### src/rtl/writeback_arbiter.sv
// writeback_arbiter
//   Merges ALU and load (mem) writeback requests into a single register-file
//   write port through a small in-order pending-write queue. Loads win over
//   the ALU when both request in the same cycle. Writes to register 0 are
//   acknowledged but dropped. Pending entries can be looked up by two read
//   addresses so the read stage can forward not-yet-written data.
//
//   Ports
//     clock, reset            : clock, synchronous active-high reset
//     alu_valid/addr/data     : ALU writeback request       -> alu_ready
//     mem_valid/addr/data     : load writeback request      -> mem_ready
//     rf_write_enable/address/data : register file write port (head entry)
//     fwd_address1/2          : read addresses to look up in the queue
//     fwd_hit1/2, fwd_data1/2 : youngest pending write to that address
//     pending_count, full, empty : queue occupancy
module writeback_arbiter #(
    parameter int DATA_WIDTH = 16,
    parameter int ADDR_WIDTH = 5,
    parameter int DEPTH      = 4
) (
    input  logic                        clock,
    input  logic                        reset,
    input  logic                        alu_valid,
    input  logic [ADDR_WIDTH-1:0]       alu_addr,
    input  logic [DATA_WIDTH-1:0]       alu_data,
    output logic                        alu_ready,
    input  logic                        mem_valid,
    input  logic [ADDR_WIDTH-1:0]       mem_addr,
    input  logic [DATA_WIDTH-1:0]       mem_data,
    output logic                        mem_ready,
    output logic                        rf_write_enable,
    output logic [ADDR_WIDTH-1:0]       rf_write_address,
    output logic [DATA_WIDTH-1:0]       rf_write_data,
    input  logic [ADDR_WIDTH-1:0]       fwd_address1,
    input  logic [ADDR_WIDTH-1:0]       fwd_address2,
    output logic                        fwd_hit1,
    output logic                        fwd_hit2,
    output logic [DATA_WIDTH-1:0]       fwd_data1,
    output logic [DATA_WIDTH-1:0]       fwd_data2,
    output logic [$clog2(DEPTH):0]      pending_count,
    output logic                        full,
    output logic                        empty
);

    localparam int PTR_W = $clog2(DEPTH);
    localparam int CNT_W = PTR_W + 1;

    logic [ADDR_WIDTH-1:0] addr_q [DEPTH];
    logic [DATA_WIDTH-1:0] data_q [DEPTH];
    logic [PTR_W-1:0]      head_q, tail_q;
    logic [CNT_W-1:0]      count_q;

    logic                  full_int, empty_int;
    logic                  mem_hs, alu_hs;
    logic                  push, pop;
    logic [ADDR_WIDTH-1:0] push_addr;
    logic [DATA_WIDTH-1:0] push_data;

    assign full_int  = (count_q == CNT_W'(DEPTH));
    assign empty_int = (count_q == '0);

    // Readiness depends only on occupancy before this edge, so a pop in the
    // same cycle does not free a slot for a push.
    assign mem_ready = !full_int && !reset;
    assign alu_ready = !full_int && !mem_valid && !reset;

    assign mem_hs = mem_valid && mem_ready;
    assign alu_hs = alu_valid && alu_ready;

    // The two handshakes are mutually exclusive (alu_ready needs !mem_valid).
    assign push_addr = mem_hs ? mem_addr : alu_addr;
    assign push_data = mem_hs ? mem_data : alu_data;
    // Register 0 is hardwired to zero: acknowledge the request, store nothing.
    assign push      = (mem_hs || alu_hs) && (push_addr != '0);
    assign pop       = !empty_int && !reset;

    always_ff @(posedge clock) begin
        if (reset) begin
            head_q  <= '0;
            tail_q  <= '0;
            count_q <= '0;
        end else begin
            if (push) begin
                addr_q[tail_q] <= push_addr;
                data_q[tail_q] <= push_data;
                tail_q         <= tail_q + PTR_W'(1);
            end
            if (pop) begin
                head_q <= head_q + PTR_W'(1);
            end
            unique case ({push, pop})
                2'b10:   count_q <= count_q + CNT_W'(1);
                2'b01:   count_q <= count_q - CNT_W'(1);
                default: count_q <= count_q;
            endcase
        end
    end

    assign rf_write_enable  = pop;
    assign rf_write_address = pop ? addr_q[head_q] : '0;
    assign rf_write_data    = pop ? data_q[head_q] : '0;

    assign pending_count = reset ? '0 : count_q;
    assign full          = full_int && !reset;
    assign empty         = empty_int || reset;

    // Walk occupied entries oldest to youngest; a later match overrides an
    // earlier one so the youngest write wins. The head is still occupied in
    // the cycle it is being written, so it participates.
    always_comb begin
        fwd_hit1  = 1'b0;
        fwd_data1 = '0;
        fwd_hit2  = 1'b0;
        fwd_data2 = '0;
        for (int i = 0; i < DEPTH; i++) begin
            if (!reset && (CNT_W'(i) < count_q)) begin
                if ((fwd_address1 != '0) && (addr_q[head_q + PTR_W'(i)] == fwd_address1)) begin
                    fwd_hit1  = 1'b1;
                    fwd_data1 = data_q[head_q + PTR_W'(i)];
                end
                if ((fwd_address2 != '0) && (addr_q[head_q + PTR_W'(i)] == fwd_address2)) begin
                    fwd_hit2  = 1'b1;
                    fwd_data2 = data_q[head_q + PTR_W'(i)];
                end
            end
        end
    end

endmodule
### config.mk
export PLATFORM = sky130hd
export DESIGN_NAME = writeback_arbiter
export DESIGN_NICKNAME = d
export VERILOG_FILES = /design/src/rtl/writeback_arbiter.sv
export SDC_FILE = /design/constraint.sdc
export NUM_CORES = 1
export LEC_CHECK = 0
export CELL_PAD_IN_SITES_DETAIL_PLACEMENT = 0
export CELL_PAD_IN_SITES_GLOBAL_PLACEMENT = 1
export CORE_UTILIZATION = 43
export DETAILED_ROUTE_END_ITERATION = 10
export PLACE_DENSITY_LB_ADDON = 0.08
export RECOVER_POWER = 100
export SLEW_MARGIN = 0
export SYNTH_ARGS = -nofsm -noshare
export SYNTH_HDL_FRONTEND = slang
export SYNTH_SLANG_ARGS = --single-unit
### constraint.sdc
create_clock -name clock -period 3.3 [get_ports clock]
set_input_delay 0.495 -clock clock [delete_from_list [all_inputs] [get_ports clock]]
set_output_delay 0.495 -clock clock [all_outputs]
set_load 0.03 [all_outputs]
==> qor.yml <==
grt_pass1_vias: 5514
die_h_um: 131
fillers: 1361
grt_pass1_wl_mm: 32.5
synth-seq-cells: 93
cts_tree: "yes"
final_cell_mix: "buf_4, edfxtp_1, clkdlybuf4s50_1"
layout_setup_ws_ns: -0.217
drive_gt1_share_pct: 40.9
final-setup-viol-count: 34
initial_core_util_pct: 44.4
core-area_mm2: 0.0160
slew_viol_final: 0
core.rowCount: 46
irDropWorstVdd_uv: 417
n_antenna_cell: 0
dr.first_iter.drc_count: 545
first_pass_iters: 6
critical_path_class: "reg -> out"
slew_headroom_pct: 59.9
post-route-min-period_ns: 3.52
ioPinCount: 119
final.setup.tns_ns: -5.18
fmax_ghz: 0.284
numCtsBuffers: 9
violations: "setup timing"
synth_cell_types: 52
async_flop_share_pct: 0
layout_commonest_cell: "buf_4"
syn_area_per_cell_um2: 11.2
yosys_most_used_dff: "edfxtp_1"
die_area_mm2: 0.0170
crit_fanout: 6
clk_pin_slew_ns: 0.06
antenna_found_initial: 0
synth_top_area_cell: "edfxtp_1"
p_per_area_mw_per_mm2: 658
hold_viol: 0
post_drt_wl_per_cell_um: 21.9
status: "finished, violations left"
p_leak_nw: 3.39
cp.required_ns: 2.80
clock-root-buffer: "clkbuf_16"
cts_max_level: 3
hold_class: "reg -> reg"
via_per_inst: 6.04
clock_skew_ns: 0.00681
period_share_pct: 107
cp-end-kind: "primary output"
grt-ovfl-total: 0
drt_wl_total_mm: 21.8
synth_edf_count: 84
area.growth.synth_to_final_pct: 35.4
worstPathArrival_ns: 3.02
hpwl_mm: 15.9
syn_inst: 632
clk_latency_ns: 0.35
power_mw: 6.32
yosysWarnings: 0
via_count: 6025
cts_hold_buffers: 0
nNetsFinal: 842
synth_area_mm2: 0.00711
synth_top_area_share_pct: 35.5
die_w_um: 131
drtAntennaViolNets: 0
rsz0062_at_grt: "yes"
cap_violations: 0
worst_pin_slew_ns: 0.595
drc: 0
seq_area_frac_synth_pct: 38.0
grt_max_degree: 51
numClockSinks: 93
grtUsageTotal_pct: 26.1
cp-start-kind: "flip-flop"
cts_buffer_depth: 2
port_buffers: 118
ys_top_cells_by_area: "edfxtp_1, mux4_2, mux2_2"
gp_congestion: 0.889
syn_nets: 697
## through the flow
step	std cells	util [%]	area [µm²]	worst slack (ns)	hold WS [ns]
floorplan	632	-	7120	-0.153	0.469
global placement	957	53.8	8600	-0.00622	0.497
detailed placement	957	53.8	8600	-0.0614	0.512
CTS	996	58.7	9390	-0.225	0.525
global route	998	60.1	9620	-0.306	0.584
finish	998	60.1	9620	-0.217	0.525
## flip-flops by register name, summed over array words and instances, names as in the netlist, named ones only
register / cells
count_q: 3
tail_q: 2
addr_q: 20
head_q: 2
data_q: 64
## per-layer routing
| metal | global-route usage [%] | routed length (µm) | vias up |
|---|---|---|---|
| met5 | 0 | 0 | - |
| met4 | 6.22 | 230 | 0 |
| met3 | 5.66 | 1610 | 21 |
| met2 | 36.1 | 9170 | 284 |
| met1 | 41.2 | 10800 | 2964 |
| li1 | - | - | 2756 |
## layout make-up
class	instances	area [µm²]	area share, %
Sequential cell	93	2710	28.2
Multi-Input combinational cell	468	4540	47.2
Timing Repair Buffer	191	1750	18.2
Inverter	14	52.6	0.546
Clock inverter	7	66.3	0.689
Tap cell	216	270	2.81
Clock buffer	9	225	2.34
## report_power, final
part           leakage, nW  switching [mW]  total, mW  internal [mW]
Sequential           0.843           0.116       1.54           1.43
Clock                0.142           0.456      0.984          0.528
Combinational         2.41            2.12       3.80           1.68
## repair_timing
action | 4_1_cts | 5_1_grt
gates resized for setup | 73 | 47
buffers inserted | 20 | 2
pin swaps | 29 | 10
cloned | 3 | 0
hold endpoints to repair | 0 | 0
setup endpoints to repair | 34 | 35
## cells in the mapped netlist, types with 16 or more instances
cell type and n:
nor3_1 21, mux2i_1 25, mux4_2 48, edfxtp_1 84
a21oi_1 17, o22ai_1 16, mux2_2 34, a31oi_1 16
nor3b_1 16, nor2_1 28, buf_2 16, xnor2_1 26
o21ai_0 40, nand2_1 36, nor2b_1 18, clkbuf_1 37
## kinds of logic (layout without fill, tap and decap cells)
logic type	Yosys count	in the layout	synth area share (%)
compound gates	135	135	12.9
xor+xnor	41	41	5.05
fa+ha+maj	9	9	1.58
buf+inv	73	221	4.51
flops	93	93	38.0
mux	108	108	24.5
simple gates	173	175	13.4
## worst max-delay path, cell delays in order (launching register included)
cell      delay [ns]
dfxtp_4         0.36
buf_12          0.12
mux4_2          0.56
xnor2_1         0.20
nand4_1         0.20
or4b_4          0.57
and2_4          0.18
a211oi_4        0.31
buf_12          0.16
## worst paths after layout
kind | from | endpoint | slack (ns) | cells after the start
worst max register to register | count_q[1] | count_q[2] | 0.36 | 12
worst max-delay path | head_q[0] | fwd_data2[15] | -0.22 | 8
worst min-delay path | tail_q[1] | tail_q[1] | 0.52 | 2
worst min register to register | tail_q[1] | tail_q[1] | 0.52 | 2
Note: power is estimated with default switching activity, not from simulation.
